**config.mk**
```make
export PLATFORM = sky130hd
export DESIGN_NAME = sddr_phy_data_scheduler_flat
export DESIGN_NICKNAME = d
export VERILOG_FILES = /design/src/rtl/sddr_phy_data_scheduler_if.sv /design/src/rtl/sddr_phy_data_scheduler.sv /design/src/flat_wrapper.sv
export SDC_FILE = /design/constraint.sdc
export NUM_CORES = 1
export LEC_CHECK = 0
export ABC_AREA = 1
export CAP_MARGIN = 10
export CORE_ASPECT_RATIO = 1.5
export CORE_MARGIN = 4
export CORE_UTILIZATION = 32
export DETAILED_ROUTE_END_ITERATION = 6
export PLACE_DENSITY = 0.54
export SLEW_MARGIN = 0
export SYNTH_ARGS = -nofsm -noshare
export SYNTH_HDL_FRONTEND = slang
export SYNTH_SLANG_ARGS = --single-unit
export TNS_END_PERCENT = 5
```
**constraint.sdc**
```tcl
create_clock -name in_ddr_clock_i -period 3.5 [get_ports in_ddr_clock_i]
set_input_delay 0.7 -clock in_ddr_clock_i [delete_from_list [all_inputs] [get_ports in_ddr_clock_i]]
set_output_delay 0.7 -clock in_ddr_clock_i [all_outputs]
set_load 0.03 [all_outputs]
```
**src/rtl/sddr_phy_data_scheduler_if.sv**
```systemverilog
// Signal bundle between the memory controller, the DQ/DQS data scheduler and
// the PHY I/O primitives. The controller/PHY side uses master, the scheduler slave.
interface sddr_phy_data_scheduler_if #(
    parameter int DATA_BITS = 16,
    parameter int LAT_BITS  = 5
);
    localparam int LANES = DATA_BITS / 8;

    logic [LAT_BITS-1:0]    cfg_read_latency_i;
    logic [LAT_BITS-1:0]    cfg_write_latency_i;
    logic                   ctl_cmd_valid_i;
    logic                   ctl_cmd_write_i;
    logic                   ctl_cmd_error_o;
    logic                   ctl_busy_o;
    logic [2*DATA_BITS-1:0] phy_dq_i;
    logic [2*DATA_BITS-1:0] ctl_rd_data_o;
    logic                   ctl_rd_valid_o;
    logic [LANES-1:0]       phy_dq_oe_o;
    logic [LANES-1:0]       phy_dqs_oe_o;
    logic                   phy_wr_clock_en_o;

    modport master (
        output cfg_read_latency_i, cfg_write_latency_i, ctl_cmd_valid_i,
               ctl_cmd_write_i, phy_dq_i,
        input  ctl_cmd_error_o, ctl_busy_o, ctl_rd_data_o, ctl_rd_valid_o,
               phy_dq_oe_o, phy_dqs_oe_o, phy_wr_clock_en_o
    );

    modport slave (
        input  cfg_read_latency_i, cfg_write_latency_i, ctl_cmd_valid_i,
               ctl_cmd_write_i, phy_dq_i,
        output ctl_cmd_error_o, ctl_busy_o, ctl_rd_data_o, ctl_rd_valid_o,
               phy_dq_oe_o, phy_dqs_oe_o, phy_wr_clock_en_o
    );
endinterface

```
**src/rtl/sddr_phy_data_scheduler.sv**
```systemverilog
// DQ/DQS data-path timing engine: turns accepted column commands into
// cycle-exact drive-enable, write-clock-gate and read-capture windows.
module sddr_phy_data_scheduler #(
    parameter int DATA_BITS   = 16,
    parameter int BURST_LEN   = 8,
    parameter int MAX_LATENCY = 16,
    parameter int LAT_BITS    = $clog2(MAX_LATENCY + 1)
) (
    input logic                     in_ddr_clock_i,
    input logic                     in_phy_reset_i,
    sddr_phy_data_scheduler_if.slave bus
);
    localparam int LANES = DATA_BITS / 8;
    localparam int B     = BURST_LEN / 2;
    localparam int DEPTH = MAX_LATENCY + B + 2;

    // Bit i of a mask set in cycle T refers to cycle T+i.
    localparam logic [DEPTH-1:0] CORE_MASK = {{(DEPTH - B){1'b0}}, {B{1'b1}}};
    localparam logic [DEPTH-1:0] EDGE_MASK = {{(DEPTH - B - 2){1'b0}}, {(B + 2){1'b1}}};

    logic [DEPTH-1:0]       rd_tl;
    logic [DEPTH-1:0]       wr_dq_tl;
    logic [DEPTH-1:0]       wr_dqs_tl;
    logic [2*DATA_BITS-1:0] rd_data_q;
    logic                   rd_valid_q;
    logic                   cmd_error_q;

    logic [LAT_BITS-1:0]    rl_eff;
    logic [LAT_BITS-1:0]    wl_eff;
    logic [DEPTH-1:0]       wr_core_new;
    logic [DEPTH-1:0]       wr_edge_new;
    logic [DEPTH-1:0]       rd_core_new;
    logic [DEPTH-1:0]       rd_guard_new;
    logic [DEPTH-1:0]       rd_widened;
    logic                   collide;
    logic                   accept_rd;
    logic                   accept_wr;

    function automatic logic [LAT_BITS-1:0] clamp_latency(input logic [LAT_BITS-1:0] cfg);
        if (cfg < LAT_BITS'(2))
            return LAT_BITS'(2);
        if (cfg > LAT_BITS'(MAX_LATENCY))
            return LAT_BITS'(MAX_LATENCY);
        return cfg;
    endfunction

    assign rl_eff = clamp_latency(bus.cfg_read_latency_i);
    assign wl_eff = clamp_latency(bus.cfg_write_latency_i);

    // Edge masks start one cycle early: DQS preamble for writes, turnaround guard for reads.
    assign wr_core_new  = CORE_MASK << wl_eff;
    assign wr_edge_new  = (EDGE_MASK << wl_eff) >> 1;
    assign rd_core_new  = CORE_MASK << rl_eff;
    assign rd_guard_new = (EDGE_MASK << rl_eff) >> 1;
    assign rd_widened   = rd_tl | (rd_tl << 1) | (rd_tl >> 1);

    always_comb begin
        collide = 1'b0;
        if (bus.ctl_cmd_write_i)
            collide = (|(wr_core_new & wr_dq_tl)) || (|(wr_edge_new & rd_widened));
        else
            collide = (|(rd_core_new & rd_tl)) || (|(rd_guard_new & wr_dqs_tl));
    end

    assign accept_wr = bus.ctl_cmd_valid_i &&  bus.ctl_cmd_write_i && !collide;
    assign accept_rd = bus.ctl_cmd_valid_i && !bus.ctl_cmd_write_i && !collide;

    // Timelines advance one slot per clock; bit 0 is the window state of the current cycle.
    always_ff @(posedge in_ddr_clock_i or posedge in_phy_reset_i) begin
        if (in_phy_reset_i) begin
            rd_tl       <= '0;
            wr_dq_tl    <= '0;
            wr_dqs_tl   <= '0;
            rd_data_q   <= '0;
            rd_valid_q  <= 1'b0;
            cmd_error_q <= 1'b0;
        end else begin
            rd_tl       <= (rd_tl     | (accept_rd ? rd_core_new : '0)) >> 1;
            wr_dq_tl    <= (wr_dq_tl  | (accept_wr ? wr_core_new : '0)) >> 1;
            wr_dqs_tl   <= (wr_dqs_tl | (accept_wr ? wr_edge_new : '0)) >> 1;
            rd_valid_q  <= rd_tl[0];
            cmd_error_q <= bus.ctl_cmd_valid_i && collide;
            if (rd_tl[0])
                rd_data_q <= bus.phy_dq_i;
        end
    end

    assign bus.ctl_rd_data_o     = rd_data_q;
    assign bus.ctl_rd_valid_o    = rd_valid_q;
    assign bus.ctl_cmd_error_o   = cmd_error_q;
    assign bus.ctl_busy_o        = (|rd_tl) || (|wr_dq_tl) || (|wr_dqs_tl) || rd_valid_q;
    assign bus.phy_dq_oe_o       = {LANES{wr_dq_tl[0]}};
    assign bus.phy_dqs_oe_o      = {LANES{wr_dqs_tl[0]}};
    assign bus.phy_wr_clock_en_o = wr_dqs_tl[0];
endmodule

```
**src/flat_wrapper.sv**
```systemverilog
// flat-port wrapper written by rule: the top's interface ports become plain ports
module sddr_phy_data_scheduler_flat 
#(
    parameter int DATA_BITS   = 16,
    parameter int BURST_LEN   = 8,
    parameter int MAX_LATENCY = 16,
    parameter int LAT_BITS    = $clog2(MAX_LATENCY + 1)
)
  (in_ddr_clock_i, in_phy_reset_i, bus_cfg_read_latency_i, bus_cfg_write_latency_i, bus_ctl_cmd_valid_i, bus_ctl_cmd_write_i, bus_phy_dq_i, bus_ctl_cmd_error_o, bus_ctl_busy_o, bus_ctl_rd_data_o, bus_ctl_rd_valid_o, bus_phy_dq_oe_o, bus_phy_dqs_oe_o, bus_phy_wr_clock_en_o);
  sddr_phy_data_scheduler_if #(.DATA_BITS(DATA_BITS), .LAT_BITS(LAT_BITS)) bus_i ();
  input logic in_ddr_clock_i;
  input logic in_phy_reset_i;
  input wire logic [$bits(bus_i.cfg_read_latency_i)-1:0] bus_cfg_read_latency_i;
  input wire logic [$bits(bus_i.cfg_write_latency_i)-1:0] bus_cfg_write_latency_i;
  input wire logic [$bits(bus_i.ctl_cmd_valid_i)-1:0] bus_ctl_cmd_valid_i;
  input wire logic [$bits(bus_i.ctl_cmd_write_i)-1:0] bus_ctl_cmd_write_i;
  input wire logic [$bits(bus_i.phy_dq_i)-1:0] bus_phy_dq_i;
  output wire logic [$bits(bus_i.ctl_cmd_error_o)-1:0] bus_ctl_cmd_error_o;
  output wire logic [$bits(bus_i.ctl_busy_o)-1:0] bus_ctl_busy_o;
  output wire logic [$bits(bus_i.ctl_rd_data_o)-1:0] bus_ctl_rd_data_o;
  output wire logic [$bits(bus_i.ctl_rd_valid_o)-1:0] bus_ctl_rd_valid_o;
  output wire logic [$bits(bus_i.phy_dq_oe_o)-1:0] bus_phy_dq_oe_o;
  output wire logic [$bits(bus_i.phy_dqs_oe_o)-1:0] bus_phy_dqs_oe_o;
  output wire logic [$bits(bus_i.phy_wr_clock_en_o)-1:0] bus_phy_wr_clock_en_o;
  assign bus_i.cfg_read_latency_i = bus_cfg_read_latency_i;
  assign bus_i.cfg_write_latency_i = bus_cfg_write_latency_i;
  assign bus_i.ctl_cmd_valid_i = bus_ctl_cmd_valid_i;
  assign bus_i.ctl_cmd_write_i = bus_ctl_cmd_write_i;
  assign bus_i.phy_dq_i = bus_phy_dq_i;
  assign bus_ctl_cmd_error_o = bus_i.ctl_cmd_error_o;
  assign bus_ctl_busy_o = bus_i.ctl_busy_o;
  assign bus_ctl_rd_data_o = bus_i.ctl_rd_data_o;
  assign bus_ctl_rd_valid_o = bus_i.ctl_rd_valid_o;
  assign bus_phy_dq_oe_o = bus_i.phy_dq_oe_o;
  assign bus_phy_dqs_oe_o = bus_i.phy_dqs_oe_o;
  assign bus_phy_wr_clock_en_o = bus_i.phy_wr_clock_en_o;
  sddr_phy_data_scheduler #(.DATA_BITS(DATA_BITS), .BURST_LEN(BURST_LEN), .MAX_LATENCY(MAX_LATENCY), .LAT_BITS(LAT_BITS)) u_core (.in_ddr_clock_i(in_ddr_clock_i), .in_phy_reset_i(in_phy_reset_i), .bus(bus_i));
endmodule
```
==> results.sh <==
export IMPL_critPathMaxFanout=11
export IMPL_synth_top_area_share_pct=44.5
export IMPL_grt_max_degree=56
export IMPL_tightest_slew_ns=0.690
export IMPL_cts_resized=0
export IMPL_r2r_slack_ns=1.31
export IMPL_reg2reg_from="u_core.rd_tl[16]"
export IMPL_relSlewSlack_pct=54.0
export IMPL_antenna_found_initial=0
export IMPL_core_area_um2=16400
export IMPL_yosys_area_share_simple_pct=36.2
export IMPL_hp_start="u_core.wr_dq_tl[20]"
export IMPL_path_cells="clkdlybuf4s50_1 -> inv_1 -> nand2_1 -> nand2_1 -> ha_1 -> o21ai_0 -> nor2_1 -> nand2_1 -> nand4_1 -> nor2_1 -> nand3_1 -> nor2_1 -> buf_4 -> nand4_1 -> nand2_1"
export IMPL_netlist_instances=715
export IMPL_path_buf_inv=3
export IMPL_grt_pass1_vias=5173
export IMPL_routedWlPerCell_um=17.5
export IMPL_synthMuxAreaShare_pct=0
export IMPL_grt_pass1_wl_mm=28.3
export IMPL_dp_hpwl_mm=14.1
export IMPL_holdPathEnd="u_core.wr_dq_tl[19]"
export IMPL_dr_total_vias=5012
export IMPL_status="complete, no violations"
export IMPL_worst_setup_path_start_kind="primary input"
export IMPL_reg2regPathDepth=12
export IMPL_first_pass_iters=5
export IMPL_worst_ir_drop_vdd_v=0.000472
export IMPL_fin_tns_setup_ns=0
export IMPL_synth_compound_area_share_pct=8.07
export IMPL_numPortBuffers=85
export IMPL_rsz0062_at_grt="no"
export IMPL_ios=86
export IMPL_start_util_pct=32.9
export IMPL_n_antenna_cell=0
export IMPL_slowest_stage="clkdlybuf4s50_1"
export IMPL_cts_buffer_depth=2
export IMPL_drtAntennaViolNets=0
export IMPL_required_ns=3.79
export IMPL_synth_top_family_by_area="simple AND/OR/NAND/NOR gates"
export IMPL_setup_violations=0
export IMPL_htreeDepth=3
export IMPL_stdcell_count=1022
export IMPL_die_x_um=114
export IMPL_cpMostUsedCell="nand2_1"
export IMPL_die_h_um=167
export IMPL_clock_sinks=96
export IMPL_fin_crit_sh_pct=90.9
export IMPL_final_area_um2=6840
export IMPL_critical_path_max_stage_delay_ns=0.59
export IMPL_gp_congestion=0.952
export IMPL_min_path_type="reg -> reg"
export IMPL_cp_data_arrival_time_ns=3.47
export IMPL_drc=0
export IMPL_p_leak_nw=3.66
export IMPL_grt_overflow_total=0
export IMPL_final_cell_mix="252 x nand2_1, 96 x dfrtp_1, 91 x inv_1"
export IMPL_grt_use_total_pct=19.2
export IMPL_num_rows=57
export IMPL_drtIter0Drc=369
export IMPL_synth_area_um2=5390
export IMPL_wl_mm=17.9
export IMPL_place_ws_ns=0.0241
export IMPL_cap_violations=0
export IMPL_drive_above_1_share_pct=12.1
export IMPL_ys_ff_latch=96
export IMPL_worst_r2r_endpoint="u_core.wr_dq_tl[16]"
export IMPL_period_minus_slack_ns=3.18
export IMPL_setup_slack_ns=0.318
export IMPL_cts_tree="done"
export IMPL_postCtsSetupRepairBufs=0
export IMPL_syn_to_final_growth_pct=26.9
export IMPL_synth_area_leaders="dfrtp_1 45%, nand2_1 18%, inv_1 6.4%, nand4_1 4.5%, nor2_1 4.5%"
export IMPL_crit_family="simple AND/OR/NAND/NOR gates"
export IMPL_cts_hold_repair_buffers=0
export IMPL_finalMaxSlewViolations=0
export IMPL_yosysTopAreaCell="dfrtp_1"
export IMPL_dpl_cell_count=1006
export IMPL_yosysWarnings=0
export IMPL_cts_made_buffers=9
export IMPL_layout_commonest_cell="nand2_1"
export IMPL_critPathKind="in -> reg"
export IMPL_syn_avg_cell_area_um2=7.54
export IMPL_place_area_um2=6570
export IMPL_synth_nets=766
export IMPL_end_kind="register"
export IMPL_dieArea_um2=19000
export IMPL_synthAdderAreaFrac_pct=1.16
export IMPL_seq_area_frac_synth_pct=44.5
export IMPL_holdPathStages=0
export IMPL_clk_pin_slew_worst_paths_ns=0.07
export IMPL_viasPerCell=4.90
export IMPL_cts_root_buf="clkbuf_16"
export IMPL_synth_cell_types=32
export IMPL_skew_ns=0.00764
export IMPL_fmax_ghz=0.314
export IMPL_clkLatencyLatePin_ns=0.35
export IMPL_crit_start="bus_cfg_read_latency_i[4]"
export IMPL_final_nets=862
export IMPL_synth_xor_area_share_pct=0
export IMPL_power_density_nw_per_um2=733
export IMPL_finalHoldViolCount=0
where the power goes:
| group | internal [W] | switching, W |
|---|---|---|
| combinational | 0.000864 | 0.00149 |
| sequential | 0.00147 | 0.000270 |
| clock | 0.000488 | 0.000440 |
per-stage QoR:
stage               hold WS (ns)  power [W]  util [%]
floorplan                  0.352    0.00316         -
global placement           0.378    0.00412      40.1
detailed placement         0.379    0.00412      40.1
CTS                        0.395    0.00507      41.7
global route               0.401    0.00536      41.7
finish                     0.389    0.00502      41.7
Yosys cell counts:
cell / instances
nand2_4: 2
dfrtp_1: 96
and2_1: 1
nor2_1: 65
o211ai_1: 2
nor4_1: 9
buf_6: 7
buf_2: 2
nand4_1: 39
nand3_2: 4
and3_1: 1
o21ai_0: 11
buf_1: 2
nor2_8: 1
nand2_1: 252
nand4_2: 1
o22ai_1: 1
nand2_8: 1
o21bai_2: 19
o21ai_1: 1
nor2_2: 2
inv_1: 92
buf_4: 6
nor3_1: 9
a21oi_1: 7
clkbuf_1: 12
inv_4: 1
ha_1: 5
nor2_4: 1
nand3_1: 41
o21ai_2: 12
nand2_2: 10
sequential cells by signal (all words and copies together) (netlist names):
signal	count
u_core.rd_tl	21
u_core.bus.ctl_rd_valid_o	1
u_core.bus.ctl_cmd_error_o	1
u_core.wr_dqs_tl	20
u_core.bus.ctl_rd_data_o	32
u_core.wr_dq_tl	21
cells by family (layout without fill, tap and decap cells):
| family | after synthesis | in the layout |
|---|---|---|
| and+or+nand+nor | 439 | 439 |
| DFF | 96 | 96 |
| buffers and inverters | 122 | 223 |
| AOI/OAI and AO/OA | 53 | 53 |
| adders and majority gates | 5 | 5 |
final cells by class:
class / count / area (um2)
Tap cell: 206 / 258
Clock inverter: 5 / 38.8
Multi-Input combinational cell: 497 / 2450
Timing Repair Buffer: 114 / 1100
Clock buffer: 11 / 233
Inverter: 93 / 354
Sequential cell: 96 / 2400
Fill cell: 1732 / 9560
metal layers:
layer	global-route usage (%)	routed length, um	vias to the layer above
li1	-	-	2452
met1	21.3	6900	2364
met2	34.5	9430	149
met3	2.94	745	47
met4	10.3	840	0
met5	0	0	-
how the worst max path moves through the flow:
stage                                            end  slack [ns]  cells after the start
final                               u_core.rd_tl[11]        0.32                     15
after global routing             u_core.wr_dq_tl[16]        0.17                     19
after CTS                        u_core.wr_dq_tl[13]        0.39                     19
after detailed placement         u_core.wr_dq_tl[13]        0.02                     19
after global placement              u_core.rd_tl[11]        0.03                     15
after floorplan           u_core.bus.ctl_cmd_error_o        0.29                      1
No activity file was read; power rests on OpenSTA's default activity.
